--- src/rtl/serdes_pkg.sv ---
// Shared receive-path constants: comma symbols, symbol width, aligner states.
// Included by word_aligner, comma_match and word_aligner_if.
package serdes_pkg;

    localparam int SYM_W = 10;

    localparam logic [SYM_W-1:0] COMMA_P = 10'b0011111010;
    localparam logic [SYM_W-1:0] COMMA_N = 10'b1100000101;

    typedef enum logic [1:0] {
        HUNT,
        VERIFY,
        LOCKED
    } aligner_state_t;

endpackage

--- src/rtl/word_aligner_if.sv ---
// Bundle between the serial source, the aligner and the decoder/link controller.
// master drives the serial side; slave is the aligner itself.
interface word_aligner_if;
    import serdes_pkg::*;

    logic             sdin;
    logic             align_en;
    logic [SYM_W-1:0] dout;
    logic             dout_valid;
    logic             locked;
    logic             comma_det;

    modport master (
        output sdin,
        output align_en,
        input  dout,
        input  dout_valid,
        input  locked,
        input  comma_det
    );

    modport slave (
        input  sdin,
        input  align_en,
        output dout,
        output dout_valid,
        output locked,
        output comma_det
    );

endinterface

--- src/rtl/word_aligner_comma_match.sv ---
// K28.5 comma compare on the 10-bit shift window.
// ALIGNER_NEG_COMMA_EN adds the negative-disparity form to the match.
module comma_match
    import serdes_pkg::*;
(
    input  logic [SYM_W-1:0] sr,
    output logic             match
);

`ifdef ALIGNER_NEG_COMMA_EN
    assign match = (sr == COMMA_P) || (sr == COMMA_N);
`else
    assign match = (sr == COMMA_P);
`endif

endmodule

--- src/rtl/word_aligner.sv ---
// Serial-to-parallel word aligner: comma hunt, verify, lock and loss tracking.
// Optional ALIGNER_NEG_COMMA_EN (see comma_match) also accepts the negative comma.
module word_aligner
    import serdes_pkg::*;
#(
    parameter int LOCK_CNT = 3,
    parameter int LOSS_CNT = 2
) (
    input logic           clk,
    input logic           reset,
    word_aligner_if.slave bus
);

    typedef logic [7:0] cnt_t;

    localparam cnt_t LOCK_N = cnt_t'(LOCK_CNT);
    localparam cnt_t LOSS_N = cnt_t'(LOSS_CNT);

    logic [SYM_W-1:0] sr;
    logic [3:0]       bcnt;
    cnt_t             good_cnt;
    cnt_t             bad_cnt;
    aligner_state_t   state;
    logic             match;
    logic             at_bnd;
    logic             hit;

    comma_match u_match (
        .sr    (sr),
        .match (match)
    );

    assign at_bnd = (bcnt == 4'd0);
    assign hit    = match && bus.align_en;

    always_ff @(posedge clk or negedge reset) begin
        if (!reset) begin
            state          <= HUNT;
            sr             <= '0;
            bcnt           <= '0;
            good_cnt       <= '0;
            bad_cnt        <= '0;
            bus.dout       <= '0;
            bus.dout_valid <= 1'b0;
            bus.locked     <= 1'b0;
            bus.comma_det  <= 1'b0;
        end else begin
            sr             <= {sr[SYM_W-2:0], bus.sdin};
            bus.dout_valid <= 1'b0;
            bus.comma_det  <= 1'b0;
            unique case (state)
                HUNT: begin
                    // the aligning comma itself is good comma number one
                    if (hit) begin
                        bus.dout       <= sr;
                        bus.dout_valid <= 1'b1;
                        bus.comma_det  <= 1'b1;
                        bcnt           <= 4'd1;
                        good_cnt       <= 8'd1;
                        bad_cnt        <= '0;
                        if (LOCK_CNT == 1) begin
                            state      <= LOCKED;
                            bus.locked <= 1'b1;
                        end else begin
                            state      <= VERIFY;
                        end
                    end
                end
                VERIFY, LOCKED: begin
                    bcnt <= (bcnt == 4'd9) ? 4'd0 : bcnt + 4'd1;
                    if (at_bnd) begin
                        bus.dout       <= sr;
                        bus.dout_valid <= 1'b1;
                        bus.comma_det  <= match;
                    end
                    if (hit && at_bnd) begin
                        if (state == VERIFY) begin
                            good_cnt <= good_cnt + 8'd1;
                            if (good_cnt + 8'd1 == LOCK_N) begin
                                state      <= LOCKED;
                                bus.locked <= 1'b1;
                            end
                        end else begin
                            bad_cnt <= '0;
                        end
                    end else if (hit) begin
                        // VERIFY drops on the first slip, LOCKED tolerates a few
                        if (state == VERIFY || bad_cnt + 8'd1 == LOSS_N) begin
                            state      <= HUNT;
                            bus.locked <= 1'b0;
                            good_cnt   <= '0;
                            bad_cnt    <= '0;
                            bcnt       <= '0;
                        end else begin
                            bad_cnt <= bad_cnt + 8'd1;
                        end
                    end
                end
                default: begin
                    state      <= HUNT;
                    bus.locked <= 1'b0;
                end
            endcase
        end
    end

endmodule
--- src/flat_wrapper.sv ---
// flat-port wrapper written by rule: the top's interface ports become plain ports
module word_aligner_flat import serdes_pkg::*;
#(
    parameter int LOCK_CNT = 3,
    parameter int LOSS_CNT = 2
)
  (clk, reset, bus_sdin, bus_align_en, bus_dout, bus_dout_valid, bus_locked, bus_comma_det);
  word_aligner_if bus_i ();
  input logic clk;
  input logic reset;
  input wire logic [$bits(bus_i.sdin)-1:0] bus_sdin;
  input wire logic [$bits(bus_i.align_en)-1:0] bus_align_en;
  output wire logic [$bits(bus_i.dout)-1:0] bus_dout;
  output wire logic [$bits(bus_i.dout_valid)-1:0] bus_dout_valid;
  output wire logic [$bits(bus_i.locked)-1:0] bus_locked;
  output wire logic [$bits(bus_i.comma_det)-1:0] bus_comma_det;
  assign bus_i.sdin = bus_sdin;
  assign bus_i.align_en = bus_align_en;
  assign bus_dout = bus_i.dout;
  assign bus_dout_valid = bus_i.dout_valid;
  assign bus_locked = bus_i.locked;
  assign bus_comma_det = bus_i.comma_det;
  word_aligner #(.LOCK_CNT(LOCK_CNT), .LOSS_CNT(LOSS_CNT)) u_core (.clk(clk), .reset(reset), .bus(bus_i));
endmodule
--- config.mk ---
export PLATFORM = sky130hd
export DESIGN_NAME = word_aligner_flat
export DESIGN_NICKNAME = d
export VERILOG_FILES = /design/src/rtl/serdes_pkg.sv /design/src/rtl/word_aligner_if.sv /design/src/rtl/word_aligner_comma_match.sv /design/src/rtl/word_aligner.sv /design/src/flat_wrapper.sv
export SDC_FILE = /design/constraint.sdc
export NUM_CORES = 1
export LEC_CHECK = 0
export CORE_AREA = 2 2 81 83
export CTS_CLUSTER_SIZE = 28
export DETAILED_ROUTE_END_ITERATION = 8
export DIE_AREA = 0 0 83 85
export HOLD_SLACK_MARGIN = 0.05
export PLACE_DENSITY = 0.57
export SYNTH_ARGS = -nofsm -noshare
export SYNTH_HDL_FRONTEND = slang
export SYNTH_SLANG_ARGS = --single-unit
--- constraint.sdc ---
create_clock -name clk -period 5.1 [get_ports clk]
set_input_delay 0.51 -clock clk [delete_from_list [all_inputs] [get_ports clk]]
set_output_delay 0.51 -clock clk [all_outputs]
set_load 0.02 [all_outputs]
==> impl_metrics.py, run 1 <==
metrics = {
    "hold_path": {
        "hold_class": "input pin to async pin",
    },
    "critical_path": {
        "cp_slowest_stage_delay_ns": 0.73,
        "regToRegSetupSlack_ns": 2.31,
        "cp-end-kind": "flop",
        "crit_family": "simple AND/OR/NAND/NOR gates",
        "path_class": "flop to flop",
        "worst_ep_arrival_time_ns": 2.98,
        "cp.depth": 7,
        "cp-start-kind": "flop",
        "rr_startpoint": "u_core.bcnt[0]",
        "crit_path_max_fanout": 8,
        "critical_path_buf_inv_count": 1,
        "worstSetupStartpoint": "u_core.bcnt[0]",
        "r2r-end": "u_core.bus.locked",
        "critPathSlowestCell": "nor3b_1",
        "cp.required_ns": 5.29,
        "crit_chain": "inv_1 -> ha_1 -> nor3b_1 -> nand3_1 -> a21oi_1 -> nor4_2 -> mux2_1",
        "r2r_cells": 7,
    },
    "sta": {
        "max_slew_margin": 0.275,
        "fin_skew_ns": 0.00518,
        "tightest_slew_ns": 1.08,
        "fin_crit_ns": 2.79,
        "setup_tns_ns": 0,
        "post-route-period-util": 0.547,
        "slew_viol_final": 0,
        "rsz0062_at_grt": "no",
        "setup_violations": 0,
        "setup_ws_ns": 2.31,
        "timing.fmax_ghz": 0.358,
        "hold_violations": 0,
    },
    "final_layout": {
        "drive_gt1_frac": 0.121,
        "antenna_cells": 0,
        "nets": 255,
        "area_growth_pct": 13.5,
        "final_area_sq_um": 2710,
        "utilization": 0.437,
    },
    "floorplan": {
        "io_pins": 17,
        "die_h_um": 85,
        "rows": 29,
        "die_x_um": 83,
        "die_area_sq_um": 7060,
        "core_area_sq_um": 6200,
        "start_util": 0.385,
    },
    "clock_tree": {
        "cts.sinks": 45,
        "cts_hold_buffers": 0,
        "cts_root_buffer": "clkbuf_8",
        "cts-resized-gates": 0,
        "postCtsSetupBuffers": 0,
        "numCtsBuffers": 5,
        "cts-htree-levels": 2,
        "cts.reportedPaths.clkPinSlew_ns": 0.09,
        "cts_buffer_depth": 2,
        "clkLatencyLatePin_ns": 0.30,
        "cts_tree": "done",
    },
    "drt": {
        "first_pass_iters": 4,
        "drc_errors": 0,
        "wire_per_inst_um": 14.6,
        "wl_met3_um": 180,
        "topRoutingLayerUsed": "met4",
        "initialDrtViolationCount": 60,
        "wl_met1_um": 2370,
        "wl_um": 4640,
        "final_antenna_net_count": 0,
        "dr_total_vias": 1737,
        "routed-wl-met2_um": 2020,
        "routed_via_density": 5.48,
    },
    "grt": {
        "antenna_found_initial": 0,
        "grt_usage": 0.143,
        "grt_pass1_wl_um": 8220,
        "grt_pass1_vias": 1695,
        "grt_max_degree": 46,
        "gr-total-overflow": 0,
    },
    "power_and_ir_drop": {
        "power_density_nw_per_um2": 289,
        "power_leakage_uw": 0.00117,
        "ir_worst_vdd_mv": 0.164,
        "power.total_uw": 785,
    },
    "run_status": {
        "status": "finished, final reports clean",
    },
    "synth": {
        "synthArstFlopShare": 1.00,
        "synth-edff-count": 0,
        "synth_area_leaders": "dfrtp_1 47%, ha_1 6.3%, mux2_2 5.2%",
        "synth_top_area_frac": 0.471,
        "synthCells": 224,
        "synth_cell_types": 50,
        "synth_top_cells_by_count": "45 x dfrtp_1, 18 x nand2_1, 14 x nor2_1, 12 x ha_1, 11 x mux2_2",
        "synth_top_area_cell": "dfrtp_1",
        "synth_area_sq_um": 2390,
        "yosysMostFrequentCell": "dfrtp_1",
        "syn_avg_cell_area_sq_um": 10.7,
        "ys_seq_area_frac": 0.471,
        "synth-seq-cells": 45,
        "synth-main-ff-cell": "dfrtp_1",
        "syn_nets": 240,
        "ys_warn_count": 0,
    },
    "placement": {
        "post_dp_cell_area_sq_um": 2590,
        "dpl.hpwl_um": 3220,
        "portBuffers": 16,
        "place_ws_ns": 2.24,
        "gp_congestion": 0.784,
    },
    "job": {
        "maxCapViolCount": 0,
    },
}
-- through the flow --
step	hold WS, ns	instances
floorplan	0.214	224
global placement	0.385	309
detailed placement	0.387	309
CTS	0.408	317
global route	0.423	317
finish	0.373	317
-- cell usage in the layout (no fill, tap or decap), types with 3 or more instances in the layout --
master and instances:
clkbuf_8 6, a22o_1 5, nor4_1 3, nand3_1 9
a211o_1 5, nand2_1 18, a21o_1 3, nor2_1 14
a31o_2 3, and2_1 4, ha_1 12, and4_1 4
inv_1 8, o31ai_1 10, mux2_2 11, a21oi_1 10
nand2b_1 4, o21ai_0 6, dfrtp_1 45, and3_1 3
nor3_1 5, clkdlybuf4s50_1 15, nand4_1 6
-- worst register-to-register path, cell delays in order (launching register included) --
cell and delay (ns):
dfrtp_1 0.42, inv_1 0.10, ha_1 0.14, nor3b_1 0.73
nand3_1 0.47, a21oi_1 0.39, nor4_2 0.08, mux2_1 0.35
-- cell type report --
type | instances | area [sq um]
Clock buffer | 6 | 82.6
Fill cell | 617 | 3490
Timing Repair Buffer | 16 | 155
Tap cell | 77 | 96.3
Multi-Input combinational cell | 163 | 1180
Clock inverter | 2 | 37.5
Sequential cell | 45 | 1130
Inverter | 8 | 30.0
-- registers in the layout (all words and copies together) (netlist names), 2 cells and up --
register / cells
u_core.bus.dout: 10
u_core.sr: 10
u_core.bad_cnt: 8
u_core.good_cnt: 8
u_core.bcnt: 4
u_core.state: 2
-- cell families after synthesis --
logic type | Yosys count | synth area share
multiplexers | 14 | 0.0649
flip-flops | 45 | 0.471
adder cells (fa/ha/maj) | 12 | 0.0628
XOR/XNOR | 3 | 0.0110
AO/OA/AOI/OAI | 53 | 0.164
AND/OR/NAND/NOR | 81 | 0.193
buffers and inverters | 16 | 0.0335
-- power breakdown --
group	internal (uW)	switching (uW)	leakage, uW
Combinational	52.8	51.3	0.000525
Sequential	381	13.5	0.000588
Clock	159	127	0.0000574
-- layer usage --
metal	up-vias	global-route usage
met5	-	0
met4	0	0.0492
met3	7	0.0340
met2	27	0.216
met1	845	0.203
li1	858	-
-- worst max-delay path by stage --
stage,endpoint,slack [ns]
2_1_floorplan,u_core.bus.locked,2.67
3_3_place_gp,u_core.bus.locked,2.26
3_5_place_dp,u_core.bus.locked,2.24
4_1_cts,u_core.bus.locked,2.32
5_1_grt,u_core.bus.locked,2.12
6_report,u_core.bus.locked,2.31
Power figures use the tool's default switching activity.
==> inputs of run 2 (changes only) <==
PLACE_DENSITY = 0.59   (was 0.57)
clock period = 2.5 ns   (was 5.1 ns; I/O delays follow)
==> run 2 against run 1 <==
  * Clock power increased by 100%
  * Register-to-register slack lost 2.2 ns
  * Sequential power grew 100%
  * Final cell count rose by 4.4%
  * Hold slack worse by 0.24 ns
  * Routed wire length is 4.8% higher
  * Critical path depth is 1 lower
  * Non-clock buffer count rose by 14
  * Clock skew rose by 0.0026 ns
  * Sequential share of layout area down 2.0 points
==> impl_metrics.py, run 2 (synthesis gave the netlist of run 1 again) <==
metrics = {
    "run_status": {
        "status": "finished, final reports clean",
    },
    "critical_path": {
        "rr_startpoint": "u_core.bad_cnt[0]",
        "cp-end-kind": "flop",
        "r2r-end": "u_core.bus.locked",
        "cp.depth": 6,
        "r2r_cells": 6,
        "critPathSlowestCell": "dfrtp_1",
        "regToRegSetupSlack_ns": 0.13,
        "crit_family": "compound AO/OA/AOI/OAI gates",
        "cp_slowest_stage_delay_ns": 0.43,
        "critical_path_buf_inv_count": 0,
        "cp-start-kind": "flop",
        "crit_path_max_fanout": 6,
        "worst_ep_arrival_time_ns": 2.54,
        "cp.required_ns": 2.68,
        "path_class": "flop to flop",
        "crit_chain": "and4_4 -> a211o_1 -> a2111oi_4 -> a31oi_4 -> nor4_2 -> mux2_1",
    },
    "grt": {
        "grt_use_met2": 0.232,
        "antenna_found_initial": 0,
        "grt_max_degree": 46,
        "grtUsageMet1": 0.209,
        "grt_pass1_vias": 1802,
        "top_usage_layer": "met2",
        "grt_pass1_wl_um": 8500,
        "grt_usage": 0.147,
        "met3_usage": 0.0311,
        "gr-total-overflow": 0,
    },
    "clock_tree": {
        "cts-htree-levels": 2,
        "cts.reportedPaths.clkPinSlew_ns": 0.09,
        "cts.sinks": 45,
        "clkLatencyLatePin_ns": 0.30,
        "numCtsBuffers": 5,
        "cts_buffer_depth": 2,
        "cts_tree": "done",
        "cts_root_buffer": "clkbuf_8",
        "cts_hold_buffers": 0,
    },
    "power_and_ir_drop": {
        "p_int_uw": 1210,
        "p_clk_frac": 0.360,
        "power_frac_seq": 0.503,
        "ir_worst_vdd_mv": 0.404,
        "power_density_nw_per_um2": 561,
        "power.total_uw": 1600,
        "p_comb_frac": 0.136,
        "power_leakage_uw": 0.00125,
        "p_sw_frac": 0.241,
        "p_sw_uw": 385,
    },
    "placement": {
        "portBuffers": 16,
        "dpl.hpwl_um": 3430,
        "place_ws_ns": -0.0189,
        "post_dp_cell_area_sq_um": 2700,
        "dp_cells": 323,
        "gp_congestion": 0.794,
    },
    "sta": {
        "rsz0062_at_grt": "yes",
        "post-route-period-util": 0.946,
        "setup_ws_ns": 0.134,
        "tightest_slew_ns": 1.02,
        "slew_viol_final": 0,
        "hold_violations": 0,
        "fin_skew_ns": 0.00778,
        "timing.fmax_ghz": 0.423,
        "max_slew_margin": 0.320,
        "setup_violations": 0,
        "fin_crit_ns": 2.37,
    },
    "final_layout": {
        "final_common_cell": "dfrtp_1",
        "area_growth_pct": 19.2,
        "nets": 269,
        "fillers": 587,
        "final_cells": 331,
        "drive_gt1_frac": 0.189,
        "antenna_cells": 0,
        "ff_latch_area_sq_um": 1130,
        "utilization": 0.459,
        "largest_registers": "u_core.bus.dout x10, u_core.sr x10",
        "final_cell_mix": "45 x dfrtp_1, 18 x nand2_1, 15 x clkdlybuf4s50_1",
        "multiInputGateArea_sq_um": 1220,
        "final_area_sq_um": 2850,
    },
    "floorplan": {
        "io_pins": 17,
        "die_h_um": 85,
        "rows": 29,
        "start_util": 0.385,
        "core_area_sq_um": 6200,
        "die_area_sq_um": 7060,
        "die_x_um": 83,
    },
    "drt": {
        "dr_total_vias": 1771,
        "initialDrtViolationCount": 99,
        "wl_um": 4860,
        "drc_errors": 0,
        "wire_per_inst_um": 14.7,
        "routed_via_density": 5.35,
        "first_pass_iters": 5,
        "final_antenna_net_count": 0,
    },
    "hold_path": {
        "hold_class": "input pin to async pin",
    },
    "job": {
        "maxCapViolCount": 0,
    },
}
[run 2: per-layer routing]
metal	routed length, um	vias up
met3	127	4
met2	2190	21
met4	34	0
li1	-	882
met1	2510	864
met5	0	-
[run 2: worst max path at each step]
| stage | startpoint | endpoint | slack [ns] |
|---|---|---|---|
| after floorplan | u_core.bad_cnt[3] | u_core.bus.locked | 0.07 |
| after global placement | u_core.sr[8] | u_core.good_cnt[5] | 0.08 |
| after detailed placement | u_core.sr[8] | u_core.good_cnt[3] | -0.02 |
| after CTS | u_core.sr[8] | u_core.good_cnt[3] | 0.0007 |
| after global routing | u_core.bad_cnt[1] | u_core.bus.locked | -0.009 |
| final | u_core.bad_cnt[0] | u_core.bus.locked | 0.13 |
[run 2: through the flow]
| step | setup TNS, ns | hold WS, ns |
|---|---|---|
| after floorplan | 0 | -0.0456 |
| after global placement | 0 | 0.386 |
| after detailed placement | -0.0242 | 0.374 |
| after CTS | 0 | 0.156 |
| after global routing | -0.00944 | 0.207 |
| final | 0 | 0.130 |
[run 2: cell type report]
class                   count  share of cell area
repair buffers             30              0.0913
clock buffers               6              0.0290
flip-flops and latches     45               0.395
multi-input cells         163               0.427
inverters                   8              0.0105
clock inverters             2              0.0132
well taps                  77              0.0338
[run 2: timing repair]
item | 4_1_cts | 5_1_grt
setup endpoints to repair | 0 | 10
resized for setup | 0 | 7
setup buffers | 0 | 0
hold endpoints to repair | 0 | 0
[run 2: power by group through the flow]
| stage | Clock (uW) | Sequential, uW | Combinational (uW) |
|---|---|---|---|
| after floorplan | 0 | 867 | 54.3 |
| after global placement | 0 | 819 | 217 |
| after detailed placement | 0 | 818 | 219 |
| after CTS | 599 | 805 | 220 |
| after global routing | 628 | 811 | 232 |
| final | 575 | 804 | 218 |
==> inputs of run 3 (changes only) <==
==> constraint.sdc (replaced) <==
create_clock -name clk -period 2.5 [get_ports clk]
set_input_delay 0.5 -clock clk [delete_from_list [all_inputs] [get_ports clk]]
set_output_delay 0.5 -clock clk [all_outputs]
set_load 0.02 [all_outputs]
==> run 3 against run 2 <==
  * Highest routed layer unchanged
  * Count of clock-buffer cells in the layout shrank 1
  * Largest power group unchanged
  * First-iteration DRC count is 36% lower
  * Sequential power hardly changed
  * Routed wire length down 0.33%
  * Critical path depth up 1
  * Clock skew shrank 0.0024 ns
  * Final area grew 0.97%
==> impl_metrics.py, run 3 (synthesis gave the netlist of run 1 again) <==
metrics = {
    "grt": {
        "grt_max_degree": 20,
        "antenna_found_initial": 0,
        "grt_pass1_vias": 1823,
        "grt_pass1_wl_um": 8590,
        "gr-total-overflow": 0,
        "grt_usage": 0.147,
    },
    "sta": {
        "hold_violations": 0,
        "tightest_slew_ns": 0.694,
        "post-route-period-util": 0.958,
        "fin_skew_ns": 0.00542,
        "fin_crit_ns": 2.39,
        "slew_viol_final": 0,
        "setup_violations": 0,
        "timing.fmax_ghz": 0.418,
        "max_slew_margin": 0.535,
    },
    "clock_tree": {
        "cts_tree": "done",
        "cts_hold_buffers": 0,
        "cts_buffer_depth": 2,
        "clkLatencyLatePin_ns": 0.30,
        "numCtsBuffers": 5,
        "cts_root_buffer": "clkbuf_8",
        "cts.sinks": 45,
        "cts.reportedPaths.clkPinSlew_ns": 0.09,
        "cts-htree-levels": 2,
    },
    "critical_path": {
        "cp.required_ns": 2.73,
        "cp-start-kind": "flop",
        "cp-end-kind": "flop",
        "path_class": "flop to flop",
        "crit_path_max_fanout": 9,
        "worst_ep_arrival_time_ns": 2.63,
    },
    "drt": {
        "wire_per_inst_um": 14.3,
        "dr_total_vias": 1824,
        "final_antenna_net_count": 0,
        "wl_um": 4850,
        "routed_via_density": 5.36,
        "drc_errors": 0,
        "first_pass_iters": 4,
        "initialDrtViolationCount": 63,
    },
    "floorplan": {
        "core_area_sq_um": 6200,
        "die_h_um": 85,
        "io_pins": 17,
        "die_x_um": 83,
        "start_util": 0.385,
        "rows": 29,
        "die_area_sq_um": 7060,
    },
    "power_and_ir_drop": {
        "power_leakage_uw": 0.00128,
        "ir_worst_vdd_mv": 0.351,
        "power_density_nw_per_um2": 522,
        "power.total_uw": 1500,
    },
    "final_layout": {
        "drive_gt1_frac": 0.205,
        "final_common_cell": "dfrtp_1",
        "final_cells": 340,
        "nets": 278,
        "fillers": 595,
        "antenna_cells": 0,
        "area_growth_pct": 20.4,
        "final_cell_mix": "45 x dfrtp_1, 23 x buf_4, 18 x nand2_1",
        "largest_registers": "u_core.bus.dout x10, u_core.sr x10",
    },
    "job": {
        "maxCapViolCount": 0,
    },
    "placement": {
        "gp_congestion": 0.832,
        "dp_cells": 331,
        "portBuffers": 16,
        "dpl.hpwl_um": 3530,
    },
    "run_status": {
        "status": "finished, final reports clean",
    },
    "hold_path": {
        "hold_class": "input pin to async pin",
    },
}
run 3: power breakdown:
| group | internal [uW] | switching [uW] | total [uW] |
|---|---|---|---|
| Combinational | 114 | 106 | 220 |
| Clock | 204 | 273 | 477 |
| Sequential | 777 | 28.3 | 805 |
run 3: metal layers:
| layer | track usage | up-vias | wire length [um] |
|---|---|---|---|
| li1 | - | 902 | - |
| met1 | 0.210 | 888 | 2410 |
| met2 | 0.230 | 30 | 2260 |
| met3 | 0.0263 | 4 | 141 |
| met4 | 0.0402 | 0 | 42 |
| met5 | 0 | - | 0 |
run 3: timing repair:
item	4_1_cts	5_1_grt
buffers inserted	0	1
resized for setup	0	3
endpoints found under the setup margin	0	4
run 3: worst paths after layout:
check	from	endpoint	slack, ns	depth (start not counted)
min	reset	u_core.bad_cnt[3]	0.1	1
max in group asynchronous	reset	u_core.bus.dout[0]	1.83	2
min in group clk	u_core.sr[3]	u_core.sr[4]	0.40	0
max reg2reg	u_core.bad_cnt[0]	u_core.state[0]	0.11	7
max	u_core.bad_cnt[0]	u_core.state[0]	0.11	7
min reg2reg	u_core.sr[3]	u_core.sr[4]	0.40	0
run 3: per-stage QoR:
step | util | area [sq um] | TNS (ns) | setup WS, ns | hold slack [ns]
after floorplan | - | 2390 | 0 | 0.0654 | 0.204
after CTS | 0.460 | 2850 | 0 | 0.0685 | 0.104
after detailed placement | 0.444 | 2760 | -0.00434 | -0.00434 | 0.386
after global routing | 0.464 | 2880 | -0.00969 | -0.00969 | 0.120
final | 0.464 | 2880 | 0 | 0.106 | 0.0996
after global placement | 0.444 | 2760 | 0 | 0.0436 | 0.385
run 3: area by class of cell:
class | count | area, sq um | area share
Multi-Input combinational cell | 163 | 1200 | 0.418
Tap cell | 77 | 96.3 | 0.0335
Timing Repair Buffer | 39 | 328 | 0.114
Clock buffer | 5 | 68.8 | 0.0239
Clock inverter | 3 | 26.3 | 0.00913
Sequential cell | 45 | 1130 | 0.391
Inverter | 8 | 30.0 | 0.0104
run 3: critical path, stage by stage (launching register included):
cell and delay (ns):
dfrtp_1 0.41, and4_4 0.22, a211o_1 0.33, a2111oi_4 0.37, a31oi_1 0.13, buf_4 0.19
or4_1 0.53, a21oi_2 0.15
